File: src/rtl/matrix_result_writer_if.sv
// Write-request and data-stream handshake between a matrix operation unit
// and matrix_result_writer.
interface matrix_result_writer_if #(
    parameter int unsigned DATA_WIDTH = 32
);
    logic                  write_request;
    logic                  write_ready;
    logic [2:0]            matrix_id;
    logic [7:0]            actual_rows;
    logic [7:0]            actual_cols;
    logic [7:0]            matrix_name [0:7];
    logic [DATA_WIDTH-1:0] data_in;
    logic                  data_valid;
    logic                  writer_ready;
    logic                  write_done;
    logic                  write_error;

    modport master (
        output write_request, matrix_id, actual_rows, actual_cols, matrix_name,
               data_in, data_valid,
        input  write_ready, writer_ready, write_done, write_error
    );

    modport slave (
        input  write_request, matrix_id, actual_rows, actual_cols, matrix_name,
               data_in, data_valid,
        output write_ready, writer_ready, write_done, write_error
    );
endinterface

File: src/rtl/matrix_result_writer.sv
// Accepts a matrix write request, writes its metadata header and row-major
// data stream into the selected BRAM block, then pulses write_done.
module matrix_result_writer #(
    parameter int unsigned BLOCK_SIZE = 1024,
    parameter int unsigned NUM_BLOCKS = 8,
    parameter int unsigned ADDR_WIDTH = 14,
    parameter int unsigned DATA_WIDTH = 32
) (
    input  logic                  clk,
    input  logic                  rst,
    matrix_result_writer_if.slave bus,
    output logic                  bram_wr_en,
    output logic [ADDR_WIDTH-1:0] bram_wr_addr,
    output logic [DATA_WIDTH-1:0] bram_wr_data
);
    localparam int unsigned MATRIX_METADATA_WORDS = 3;
    localparam int unsigned ID_W     = 3;
    localparam int unsigned DIM_W    = 8;
    localparam int unsigned CNT_W    = 16;
    localparam int unsigned NAME_LEN = 8;

    typedef enum logic [2:0] {IDLE, CHECK, META, DATA, DONE} state_e;

    state_e                state_q, state_d;
    logic                  write_ready_q, write_ready_d;
    logic                  writer_ready_q, writer_ready_d;
    logic                  write_done_q, write_done_d;
    logic                  write_error_q, write_error_d;
    logic                  bram_wr_en_q, bram_wr_en_d;
    logic [ADDR_WIDTH-1:0] bram_wr_addr_q, bram_wr_addr_d;
    logic [DATA_WIDTH-1:0] bram_wr_data_q, bram_wr_data_d;
    logic [ID_W-1:0]       id_q, id_d;
    logic [DIM_W-1:0]      rows_q, rows_d;
    logic [DIM_W-1:0]      cols_q, cols_d;
    logic [7:0]            name_q [NAME_LEN];
    logic [7:0]            name_d [NAME_LEN];
    logic [CNT_W-1:0]      meta_idx_q, meta_idx_d;
    logic [CNT_W-1:0]      beat_cnt_q, beat_cnt_d;

    logic [CNT_W-1:0]      total_c;
    logic                  reject_c;
    logic [ADDR_WIDTH-1:0] base_c;
    logic [ADDR_WIDTH-1:0] data_addr_c;
    logic [CNT_W-1:0]      hdr_idx_c;
    logic [DATA_WIDTH-1:0] hdr_word_c;

    // Transaction geometry derived from the latched request
    always_comb begin : geometry
        total_c     = CNT_W'(rows_q) * CNT_W'(cols_q);
        reject_c    = (rows_q == '0) || (cols_q == '0)
                   || (32'(id_q) >= NUM_BLOCKS)
                   || ((32'(total_c) + MATRIX_METADATA_WORDS) > BLOCK_SIZE);
        base_c      = ADDR_WIDTH'(id_q) * ADDR_WIDTH'(BLOCK_SIZE);
        data_addr_c = base_c + ADDR_WIDTH'(MATRIX_METADATA_WORDS) + ADDR_WIDTH'(beat_cnt_q);
    end

    // Index of the header word to be registered on the coming edge
    always_comb begin : header_index
        hdr_idx_c = '0;
        if (state_q == META) begin
            hdr_idx_c = meta_idx_q + CNT_W'(1);
        end
    end

    always_comb begin : header_mux
        hdr_word_c = '0;
        if (hdr_idx_c == CNT_W'(0)) begin
            hdr_word_c = DATA_WIDTH'({rows_q, cols_q, 16'd0});
        end else if (hdr_idx_c == CNT_W'(1)) begin
            hdr_word_c = DATA_WIDTH'({name_q[0], name_q[1], name_q[2], name_q[3]});
        end else if (hdr_idx_c == CNT_W'(2)) begin
            hdr_word_c = DATA_WIDTH'({name_q[4], name_q[5], name_q[6], name_q[7]});
        end
    end

    always_comb begin : next_state
        state_d        = state_q;
        write_ready_d  = write_ready_q;
        writer_ready_d = writer_ready_q;
        write_done_d   = 1'b0;
        write_error_d  = 1'b0;
        bram_wr_en_d   = 1'b0;
        bram_wr_addr_d = bram_wr_addr_q;
        bram_wr_data_d = bram_wr_data_q;
        id_d           = id_q;
        rows_d         = rows_q;
        cols_d         = cols_q;
        name_d         = name_q;
        meta_idx_d     = meta_idx_q;
        beat_cnt_d     = beat_cnt_q;

        unique case (state_q)
            IDLE: begin
                if (bus.write_request && write_ready_q) begin
                    id_d          = bus.matrix_id;
                    rows_d        = bus.actual_rows;
                    cols_d        = bus.actual_cols;
                    name_d        = bus.matrix_name;
                    meta_idx_d    = '0;
                    beat_cnt_d    = '0;
                    write_ready_d = 1'b0;
                    state_d       = CHECK;
                end
            end
            CHECK: begin
                if (reject_c) begin
                    write_done_d  = 1'b1;
                    write_error_d = 1'b1;
                    state_d       = DONE;
                end else begin
                    bram_wr_en_d   = 1'b1;
                    bram_wr_addr_d = base_c;
                    bram_wr_data_d = hdr_word_c;
                    state_d        = META;
                end
            end
            META: begin
                // meta_idx_q is the header word currently on the BRAM port
                if (meta_idx_q == CNT_W'(MATRIX_METADATA_WORDS - 1)) begin
                    writer_ready_d = 1'b1;
                    state_d        = DATA;
                end else begin
                    bram_wr_en_d   = 1'b1;
                    bram_wr_addr_d = base_c + ADDR_WIDTH'(hdr_idx_c);
                    bram_wr_data_d = hdr_word_c;
                    meta_idx_d     = hdr_idx_c;
                end
            end
            DATA: begin
                if (bus.data_valid && writer_ready_q) begin
                    bram_wr_en_d   = 1'b1;
                    bram_wr_addr_d = data_addr_c;
                    bram_wr_data_d = bus.data_in;
                    beat_cnt_d     = beat_cnt_q + CNT_W'(1);
                    if (beat_cnt_q == total_c - CNT_W'(1)) begin
                        writer_ready_d = 1'b0;
                        write_done_d   = 1'b1;
                        state_d        = DONE;
                    end
                end
            end
            DONE: begin
                write_ready_d = 1'b1;
                state_d       = IDLE;
            end
            default: begin
                state_d = IDLE;
            end
        endcase
    end

    always_ff @(posedge clk) begin : regs
        if (rst) begin
            state_q        <= IDLE;
            write_ready_q  <= 1'b1;
            writer_ready_q <= 1'b0;
            write_done_q   <= 1'b0;
            write_error_q  <= 1'b0;
            bram_wr_en_q   <= 1'b0;
            bram_wr_addr_q <= '0;
            bram_wr_data_q <= '0;
            id_q           <= '0;
            rows_q         <= '0;
            cols_q         <= '0;
            name_q         <= '{default: '0};
            meta_idx_q     <= '0;
            beat_cnt_q     <= '0;
        end else begin
            state_q        <= state_d;
            write_ready_q  <= write_ready_d;
            writer_ready_q <= writer_ready_d;
            write_done_q   <= write_done_d;
            write_error_q  <= write_error_d;
            bram_wr_en_q   <= bram_wr_en_d;
            bram_wr_addr_q <= bram_wr_addr_d;
            bram_wr_data_q <= bram_wr_data_d;
            id_q           <= id_d;
            rows_q         <= rows_d;
            cols_q         <= cols_d;
            name_q         <= name_d;
            meta_idx_q     <= meta_idx_d;
            beat_cnt_q     <= beat_cnt_d;
        end
    end

    assign bus.write_ready  = write_ready_q;
    assign bus.writer_ready = writer_ready_q;
    assign bus.write_done   = write_done_q;
    assign bus.write_error  = write_error_q;
    assign bram_wr_en       = bram_wr_en_q;
    assign bram_wr_addr     = bram_wr_addr_q;
    assign bram_wr_data     = bram_wr_data_q;

endmodule

File: src/flat_wrapper.sv
// flat-port wrapper written by rule: the top's interface ports become plain ports
module matrix_result_writer_flat 
#(
    parameter int unsigned BLOCK_SIZE = 1024,
    parameter int unsigned NUM_BLOCKS = 8,
    parameter int unsigned ADDR_WIDTH = 14,
    parameter int unsigned DATA_WIDTH = 32
)
  (clk, rst, bram_wr_en, bram_wr_addr, bram_wr_data, bus_write_request, bus_matrix_id, bus_actual_rows, bus_actual_cols, bus_matrix_name, bus_data_in, bus_data_valid, bus_write_ready, bus_writer_ready, bus_write_done, bus_write_error);
  matrix_result_writer_if #(.DATA_WIDTH(DATA_WIDTH)) bus_i ();
  input  logic clk;
  input  logic rst;
  output logic bram_wr_en;
  output logic [ADDR_WIDTH-1:0] bram_wr_addr;
  output logic [DATA_WIDTH-1:0] bram_wr_data;
  input wire logic [$bits(bus_i.write_request)-1:0] bus_write_request;
  input wire logic [$bits(bus_i.matrix_id)-1:0] bus_matrix_id;
  input wire logic [$bits(bus_i.actual_rows)-1:0] bus_actual_rows;
  input wire logic [$bits(bus_i.actual_cols)-1:0] bus_actual_cols;
  input wire logic [$bits(bus_i.matrix_name)-1:0] bus_matrix_name;
  input wire logic [$bits(bus_i.data_in)-1:0] bus_data_in;
  input wire logic [$bits(bus_i.data_valid)-1:0] bus_data_valid;
  output wire logic [$bits(bus_i.write_ready)-1:0] bus_write_ready;
  output wire logic [$bits(bus_i.writer_ready)-1:0] bus_writer_ready;
  output wire logic [$bits(bus_i.write_done)-1:0] bus_write_done;
  output wire logic [$bits(bus_i.write_error)-1:0] bus_write_error;
  assign bus_i.write_request = bus_write_request;
  assign bus_i.matrix_id = bus_matrix_id;
  assign bus_i.actual_rows = bus_actual_rows;
  assign bus_i.actual_cols = bus_actual_cols;
  assign bus_i.matrix_name = {>>{bus_matrix_name}};
  assign bus_i.data_in = bus_data_in;
  assign bus_i.data_valid = bus_data_valid;
  assign bus_write_ready = bus_i.write_ready;
  assign bus_writer_ready = bus_i.writer_ready;
  assign bus_write_done = bus_i.write_done;
  assign bus_write_error = bus_i.write_error;
  matrix_result_writer #(.BLOCK_SIZE(BLOCK_SIZE), .NUM_BLOCKS(NUM_BLOCKS), .ADDR_WIDTH(ADDR_WIDTH), .DATA_WIDTH(DATA_WIDTH)) u_core (.clk(clk), .rst(rst), .bus(bus_i), .bram_wr_en(bram_wr_en), .bram_wr_addr(bram_wr_addr), .bram_wr_data(bram_wr_data));
endmodule
File: config.mk
export PLATFORM = sky130hd
export DESIGN_NAME = matrix_result_writer_flat
export DESIGN_NICKNAME = d
export VERILOG_FILES = /design/src/rtl/matrix_result_writer_if.sv /design/src/rtl/matrix_result_writer.sv /design/src/flat_wrapper.sv
export SDC_FILE = /design/constraint.sdc
export NUM_CORES = 1
export LEC_CHECK = 0
export BUFFER_PORTS_ARGS = -buffer_cell sky130_fd_sc_hd__buf_2
export CAP_MARGIN = 5
export CORE_MARGIN = 5
export CORE_UTILIZATION = 25
export CTS_CLUSTER_DIAMETER = 40
export CTS_CLUSTER_SIZE = 10
export DETAILED_ROUTE_END_ITERATION = 10
export GPL_TIMING_DRIVEN = 0
export PLACE_DENSITY = 0.46
export SYNTH_ARGS = -nofsm -noshare
export SYNTH_HDL_FRONTEND = slang
export SYNTH_SLANG_ARGS = --single-unit
File: constraint.sdc
create_clock -name clk -period 7.1 [get_ports clk]
set_input_delay 1.42 -clock clk [delete_from_list [all_inputs] [get_ports clk]]
set_output_delay 1.42 -clock clk [all_outputs]
set_load 0.1 [all_outputs]
After elaboration in Yosys (flattened, before gate mapping)
Cells that the tools add are included.

storage, ports and cells
  register bits = 169
  bits of input ports = 119
  output and inout bits = 51
  word-level logic and storage cells = 103

operators by class
  add/subtract/negate cells = 7
  $mul = 1
  magnitude comparators = 1
  eq/ne operators = 14
  muxes and demuxes = 37
  bitwise gates (word level) = 1
  reduce and logical (&&, ||, !) cells = 21

operators by type and width
  kind                                                              number
  2-to-1 mux 32 bit                                                 6
  case mux 32 bit (3 select lines)                                  1
  2-to-1 mux 16 bit                                                 4
  case mux 16 bit (2 select lines)                                  2
  2-to-1 mux 14 bit                                                 3
  case mux 14 bit (3 select lines)                                  1
  adder 16 x 1 -> 16 bit (second input constant)                    2
  == test 16 x 2 -> 1 bit (second input constant)                   2
  greater-than comparator 32 x 11 -> 1 bit (second input constant)  1
  adder 16 x 2 -> 17 bit (second input constant)                    1
  == test 16 x 1 -> 1 bit (second input constant)                   1
  == test 16 bit                                                    1
  logical NOT 16 bit                                                1
  logical NOT 8 bit                                                 2
  multiplier 8 x 8 -> 16 bit                                        1
  subtractor 16 x 1 -> 16 bit (second input constant)               1
  2-to-1 mux 3 bit                                                  5
  adder 13 x 14 -> 14 bit                                           1
  adder 13 x 2 -> 14 bit (second input constant)                    1
  adder 14 bit                                                      1
  case mux 3 bit (4 select lines)                                   1
  AND reduction 4 bit                                               3
  2-to-1 mux 1 bit                                                  10
  nonzero test 2 bit                                                4
  other kinds (15)                                                  26

Logic depth before layout (Yosys ltp)
Gate-level depths: netlist (run 1).

  word-level depth = 8
  gate-level depth with buffers = 22
  mapped depth without buffers = 19

Worst setup path before layout (run 1)
Ideal clock, no wire load.

  path kind = flip-flop to flip-flop
  from = reg u_core.rows_q[0]
  to = reg u_core.state_q[0]
  library setup time = 0.143 ns
  arrival time = 5.525 ns
  slack = 1.432 ns
  cell stages (with the launch flop) = 21
  path buffers = 2
  period minus slack after synthesis = 5.668 ns
  cells stage by stage = dfxtp_1 clkbuf_1 nand2_1 fa_1 fa_1 inv_1 fa_1 inv_1 fa_1 inv_1 ha_1 buf_6 a21o_1 a221o_1 a211oi_4 a21boi_4 and3b_4 a211oi_1 or4_1 nor4_2 a221oi_1

between the ends
  word-level cells in the longest chain between the ends = 5

RTL lines
  what                              RTL line                     RTL
  from (decl)                       matrix_result_writer.sv:33   logic [DIM_W-1:0] rows_q, rows_d;
  from (signal assigned)            matrix_result_writer.sv:178  rows_q <= rows_d;
  multiplier 8 x 8 -> 16 bit        matrix_result_writer.sv:49   total_c = CNT_W'(rows_q) * CNT_W'(cols_q);
  subtractor 16 x 1 -> 16 bit       matrix_result_writer.sv:135  if (beat_cnt_q == total_c - CNT_W'(1)) begin
  == test 16 bit                    matrix_result_writer.sv:135
  != test 2 x 1 -> 1 bit (no line)  --
  AND reduction 4 bit (no line)     --
  to (signal assigned)              matrix_result_writer.sv:169  state_q <= state_d;
  to (decl)                         matrix_result_writer.sv:24   state_e state_q, state_d;

No other way between the ends.
A chain may end at the register's enable or synchronous reset.

Worst setup path in the final report (run 1)
  from = reg u_core.rows_q[0]
  to = reg u_core.bram_wr_en_q (netlist: u_core.bram_wr_en)

between the ends
  word-level cells in the longest chain between the ends = 6
  elaborated cells on any way between the ends = 8
  those cells by class = add/sub (1); mul (1); order compare (1); mux (2); reduce/logical (3)

RTL lines
  what                                      RTL line                     RTL
  multiplier 8 x 8 -> 16 bit                matrix_result_writer.sv:49
  adder 16 x 2 -> 17 bit                    matrix_result_writer.sv:52   || ((32'(total_c) + MATRIX_METADATA_WORDS) > BLOCK_SIZE);
  greater-than comparator 32 x 11 -> 1 bit  matrix_result_writer.sv:52
  logical OR 1 bit (*)                      matrix_result_writer.sv:52
  2-to-1 mux 1 bit (*)                      matrix_result_writer.sv:106  if (reject_c) begin
  case mux 1 bit (3 select lines) (*)       matrix_result_writer.sv:92   unique case (state_q)
  to (signal assigned)                      matrix_result_writer.sv:174  bram_wr_en_q <= bram_wr_en_d;
  to (decl)                                 matrix_result_writer.sv:29   logic bram_wr_en_q, bram_wr_en_d;

Mark *: on every way between the ends. The rest lies on a longest branch, timed or not.

==> flow_summary.ini, run 1 <==
[critical_path]
cp-start-kind = flop
crit_slowest_cell = fa_1
rrSetupSlack_ns = 0.44
cp_max_fo = 10
r2r-start = u_core.rows_q[0]$_SDFFE_PP0P_
r2r_end = u_core.bram_wr_en$_SDFF_PP0_
cp.required_ns = 7.40
criticalPathCategory = reg2reg
cpPeakStageDelay_ns = 0.55
critical_path.cell_chain = clkbuf_1 > nand2_1 > fa_1 > fa_1 > inv_1 > fa_1 > inv_1 > fa_1 > inv_1 > ha_1 > buf_6 > a21oi_2 > and2_1 > a211oi_1 > or4_1 > a211oi_1 > o211a_2 > o211a_2 > nor2_1 > buf_4 > nor4_2
end_kind = flop
reg2reg_depth = 21
crit_path_frequent_cell = fa_1
arrival_ns = 6.95

[layout]
finish.instance_area_sq_mm = 0.0133
final_cell_mix = nand2_1 (254), buf_2 (183), dfxtp_1 (169), a21oi_1 (132), nor2_1 (79)
antenna_cells = 0
n_fill_cell = 4889
synthToLayoutAreaGrowth_pct = 19.6
drive_above_1_share_pct = 16.2
layout_commonest_cell = nand2_1
multi_input_area_sq_mm = 0.00700
nets = 1796
register_area_sq_mm = 0.00338

[sta]
drv_slew = 0
slew_headroom_pct = 36.8
setup_viol = 0
tns_ns = 0
rsz0062_at_grt = no
post-route-period-util_pct = 93.8
worst_slew_pin_slew_ns = 0.948
clock_skew_ns = 0.0134
hold_violations = 0
post-route-min-period_ns = 6.66
max_freq_mhz = 150

[logic_synthesis]
yosys_warnings = 0
synth_seq_area_share_pct = 30.4
ys_ff_latch = 169
postSynthAreaPerCell_sq_um = 7.93
synth-edff-count = 0
synth_flop_cell = dfxtp_1
synth_area_sq_mm = 0.0111
synth_top_area_cell = dfxtp_1
synth_top_area_share_pct = 30.4
postSynthCellCount = 1404
ys_top_cells_by_area = dfxtp_1 (30%), nand2_1 (8.6%), fa_1 (6.7%), a21oi_1 (5.9%), ha_1 (5.4%)
synth-async-reset-ratio_pct = 0
synth_nets = 1608
synth_cell_types = 80

[detailed_routing]
highest_layer = met5
drtIter0Drc = 560
wl_met1_um = 18400
dr_wl_met2_um = 18500
wire_per_inst_um = 18.0
ant_nets = 0
wl_um = 39400
dr_wl_met3_um = 1790
first_pass_iters = 5
drc = 0
via_count = 10429
vias_per_cell = 4.75

[global_routing]
grt_pass1_wl_um = 61200
grt_pass1_vias = 10429
grt_max_degree = 17
grt_remaining_overflow = 0
grtUsageTotal_pct = 15.9
antenna_found_initial = 3

[die]
die_y_um = 221
coreArea_sq_mm = 0.0441
rows = 77
start_util_pct = 25.2
die_w_um = 221
ioPinCount = 170
die_area_sq_mm = 0.0488

[clock_network]
clkLatencyLatePin_ns = 0.45
cts_buffers = 17
ctsHoldBuffers = 0
tritoncts = done
cts_sinks = 169
clockRootBuffer = clkbuf_16
htreeDepth = 4
cts_buffer_depth = 2
clk_pin_slew_ns = 0.07

[placement]
gp_congestion = 0.836
io_buffer_count = 169
dpl_cell_area_sq_mm = 0.0127
dpl.hpwl_um = 30900

[pwr]
powerDensity_mw_per_mm2 = 209
vdd_ir_drop_max_v = 0.000178
leakagePower_nw = 5.57

[min_path]
hold_depth = 2
hp-class = reg2reg
min_from = u_core.name_q[4]$_SDFFE_PP0P_
min_to = u_core.name_q[4]$_SDFFE_PP0P_

[outcome]
outcome = completed

[flow_run]
maxCapViolations = 0
## where the power goes
| part | total (mW) | internal, mW | switching (mW) |
|---|---|---|---|
| sequential | 1.06 | 1.02 | 0.0451 |
| clock | 0.950 | 0.534 | 0.416 |
| combinational | 0.772 | 0.233 | 0.538 |
| total | 2.78 | 1.78 | 0.999 |
## what timing repair did
| item | CTS | global route |
|---|---|---|
| endpoints found under the hold margin | 0 | 0 |
| resized for setup | 0 | 4 |
| setup endpoints to repair | 0 | 2 |
| buffers inserted | 0 | 0 |
## worst max-delay path by stage
stage,slack (ns),depth (start not counted),from,to
2_1_floorplan,1.43,20,u_core.rows_q[0]$_SDFFE_PP0P_,u_core.state_q[0]$_SDFFE_PP0P_
3_3_place_gp,0.16,21,u_core.rows_q[0]$_SDFFE_PP0P_,u_core.bram_wr_en$_SDFF_PP0_
3_5_place_dp,0.20,21,u_core.rows_q[0]$_SDFFE_PP0P_,u_core.bram_wr_en$_SDFF_PP0_
4_1_cts,0.20,21,u_core.rows_q[0]$_SDFFE_PP0P_,u_core.bram_wr_en$_SDFF_PP0_
5_1_grt,0.04,21,u_core.rows_q[0]$_SDFFE_PP0P_,u_core.bram_wr_en$_SDFF_PP0_
6_report,0.44,21,u_core.rows_q[0]$_SDFFE_PP0P_,u_core.bram_wr_en$_SDFF_PP0_
## cells in the mapped netlist, types with 8 or more instances
library cell,instances
nand2_1,254
dfxtp_1,169
a21oi_1,132
nor2_1,79
clkbuf_1,71
inv_1,64
and2_1,60
nor3_1,58
ha_1,48
xnor2_1,44
fa_1,37
nand3_1,27
nand2b_1,26
mux2i_1,25
xor2_1,23
a221oi_1,20
o21ai_0,20
or4_1,20
a22oi_1,19
a311oi_1,19
and3_1,17
buf_2,14
a211oi_1,12
nor4_1,10
buf_4,9
nand4_1,8
## registers in the layout, summed over array words and instances (netlist names)
signal / count
u_core.rows_q: 8
u_core.id_q: 3
u_core.bram_wr_data: 32
u_core.bus.writer_ready: 1
u_core.bus.write_ready: 1
u_core.bram_wr_addr: 14
u_core.bram_wr_en: 1
u_core.bus.write_done: 1
u_core.state_q: 3
u_core.meta_idx_q: 16
u_core.cols_q: 8
u_core.beat_cnt_q: 16
u_core.bus.write_error: 1
u_core.name_q: 64
## cell families after synthesis
logic type      Yosys count  share of synthesized area (%)
simple gates            608                           26.7
flops                   169                           30.4
mux                      26                           2.35
fa+ha+maj                85                           12.1
xor+xnor                 68                           5.47
buf+inv                 174                           6.89
compound gates          274                           16.1
## layout make-up
class                      count  share of cell area [%]
inverter                      64                    1.80
tap                          592                    5.56
clock buffer                  20                    3.43
clock inverter                 9                   0.883
sequential                   169                    25.4
multi-input combinational   1061                    52.6
timing repair buffer         169                    6.35
buffer                       110                    3.96
## layer usage
metal | vias to the layer above | track usage [%]
li1 | 5190 | -
met1 | 4973 | 20.9
met2 | 219 | 26.5
met3 | 43 | 3.18
met4 | 4 | 4.48
met5 | - | 0
## per-stage QoR
stage	setup slack, ns	total power [mW]	instances	hold WS [ns]	utilization (%)
2_1_floorplan	1.43	1.63	1404	0.436	-
3_3_place_gp	0.161	1.85	2165	0.446	28.8
3_5_place_dp	0.204	1.85	2165	0.448	28.8
4_1_cts	0.202	2.81	2194	0.458	30.1
5_1_grt	0.0355	2.92	2194	0.473	30.2
6_report	0.443	2.78	2194	0.455	30.2
## worst max-delay path, delay by kind of cell (launching register included)
family          cells  cell delay, ns
fa+ha+maj           5            2.42
compound gates      5            1.27
buf+inv             6            0.96
flops               1            0.40
simple gates        5            1.44
Power figures use the tool's default switching activity.
==> run 2, diff against run 1 <==
--- a/config.mk
+++ b/config.mk
@@ -6,9 +6,10 @@
 export NUM_CORES = 1
 export LEC_CHECK = 0
 export BUFFER_PORTS_ARGS = -buffer_cell sky130_fd_sc_hd__buf_2
-export CAP_MARGIN = 5
+export CAP_MARGIN = 15
 export CORE_MARGIN = 5
 export CORE_UTILIZATION = 25
+export CTS_BUF_LIST = sky130_fd_sc_hd__clkbuf_2
 export CTS_CLUSTER_DIAMETER = 40
 export CTS_CLUSTER_SIZE = 10
 export DETAILED_ROUTE_END_ITERATION = 10
==> run 2 against run 1 <==
Against the previous run:
- cell count barely moved
- setup slack got worse by 0.034 ns
- maximum frequency fell by 0.50%
==> flow_summary.ini, run 2 (synthesis gave the netlist of run 1 again) <==
[outcome]
outcome = completed

[detailed_routing]
drtIter0Drc = 584
vias_per_cell = 4.75
first_pass_iters = 5
wire_per_inst_um = 17.9
ant_nets = 0
drc = 0
wl_um = 39300
via_count = 10422

[placement]
gp_congestion = 0.836
io_buffer_count = 169
dpl_cell_area_sq_mm = 0.0127
dpl.hpwl_um = 30900

[clock_network]
clkLatencyLatePin_ns = 0.82
htreeDepth = 4
cts_buffer_depth = 2
tritoncts = done
cts_buffers = 17
clockRootBuffer = clkbuf_2
ctsHoldBuffers = 0
cts_sinks = 169
clk_pin_slew_ns = 0.27

[layout]
largest_reg_flops = 64
final_util_pct = 29.4
register_area_sq_mm = 0.00338
largest_register = u_core.name_q
n_fill_cell = 4929
layout_commonest_cell = nand2_1
multi_input_area_sq_mm = 0.00700
final_cell_mix = nand2_1 (254), buf_2 (183), dfxtp_1 (169), a21oi_1 (132), nor2_1 (79)
drive_above_1_share_pct = 16.1
finish.instance_area_sq_mm = 0.0130
nets = 1796
synthToLayoutAreaGrowth_pct = 16.4

[die]
coreArea_sq_mm = 0.0441
ioPinCount = 170
die_w_um = 221
rows = 77
start_util_pct = 25.2
die_area_sq_mm = 0.0488
die_y_um = 221

[sta]
worst_slew_pin_slew_ns = 0.946
clock_skew_ns = 0.0456
setup_viol = 0
drv_slew = 0
slew_headroom_pct = 36.9
max_freq_mhz = 149
rsz0062_at_grt = no
post-route-min-period_ns = 6.69
hold_violations = 0
post-route-period-util_pct = 94.2
tns_ns = 0

[global_routing]
grt_pass1_wl_um = 60900
grt_pass1_vias = 10397
grt_max_degree = 17
grt_remaining_overflow = 0
grtUsageTotal_pct = 15.7
antenna_found_initial = 5

[critical_path]
cpPeakStageDelay_ns = 0.55
cp-start-kind = flop
end_kind = flop
crit_path_frequent_cell = fa_1
cp.required_ns = 7.80
cp_max_fo = 10
criticalPathCategory = reg2reg
crit_slowest_cell = fa_1
arrival_ns = 7.39
critical_path.cell_chain = clkbuf_1 > nand2_1 > fa_1 > fa_1 > inv_1 > fa_1 > inv_1 > fa_1 > inv_1 > ha_1 > buf_6 > a21oi_2 > and2_1 > a211oi_1 > or4_1 > a211oi_1 > o211a_2 > o211a_2 > nor2_1 > buf_4 > nor4_2
rrSetupSlack_ns = 0.41

[pwr]
seq_power_share_pct = 45.0
internal_power_mw = 1.41
power_frac_comb_pct = 32.7
powerDensity_mw_per_mm2 = 182
clkPwrFrac_pct = 22.3
leakagePower_nw = 5.42
vdd_ir_drop_max_v = 0.000153
p_sw_share_pct = 40.3
netSwitchingPower_mw = 0.951

[min_path]
hp-class = reg2reg

[flow_run]
maxCapViolations = 0
[run 2: stage by stage]
| stage | setup slack, ns | hold WS (ns) | power (mW) | cells |
|---|---|---|---|---|
| floorplan | 1.43 | 0.436 | 1.63 | 1404 |
| global placement | 0.161 | 0.446 | 1.85 | 2165 |
| detailed placement | 0.204 | 0.448 | 1.85 | 2165 |
| CTS | 0.173 | 0.474 | 2.38 | 2194 |
| global route | 0.00325 | 0.491 | 2.50 | 2196 |
| finish | 0.409 | 0.472 | 2.36 | 2196 |
[run 2: final cells by class]
cell class	instances	share of cell area, %
antenna	2	0.0386
buffer	110	4.06
clock buffer	18	0.695
clock inverter	11	0.966
inverter	64	1.85
multi-input combinational	1061	54.0
sequential	169	26.1
tap	592	5.72
timing repair buffer	169	6.53
[run 2: layer usage]
metal	vias up	track usage [%]	wire length (um)
li1	5192	-	-
met1	4972	20.9	18300
met2	223	26.4	18500
met3	31	3.41	1810
met4	4	3.58	579
met5	-	0	34
[run 2: final timing paths]
path | start | endpoint | cells after the start
worst min-delay path | u_core.name_q[4]$_SDFFE_PP0P_ | u_core.name_q[4]$_SDFFE_PP0P_ | 2
worst max register to register | u_core.rows_q[0]$_SDFFE_PP0P_ | u_core.bram_wr_en$_SDFF_PP0_ | 21
worst max-delay path | u_core.rows_q[0]$_SDFFE_PP0P_ | u_core.bram_wr_en$_SDFF_PP0_ | 21
worst min register to register | u_core.name_q[4]$_SDFFE_PP0P_ | u_core.name_q[4]$_SDFFE_PP0P_ | 2
[run 2: power by group through the flow]
stage | clock network [mW] | registers, mW | logic (mW)
3_3_place_gp | 0 | 1.08 | 0.765
2_1_floorplan | 0 | 1.23 | 0.396
4_1_cts | 0.548 | 1.06 | 0.772
3_5_place_dp | 0 | 1.08 | 0.770
5_1_grt | 0.583 | 1.07 | 0.843
6_report | 0.526 | 1.06 | 0.771
[run 2: critical path, delay by kind of cell, from the launching register on]
family	cells	cell delay, ns
AOI/OAI and AO/OA	5	1.26
adders and majority gates	5	2.42
DFF	1	0.46
buffers and inverters	6	0.97
and+or+nand+nor	5	1.43
[run 2: timing repair]
| action | in CTS | in global routing |
|---|---|---|
| endpoints found under the hold margin | 0 | 0 |
| gates resized for setup | 0 | 4 |
| buffers inserted | 0 | 0 |
| endpoints found under the setup margin | 0 | 2 |
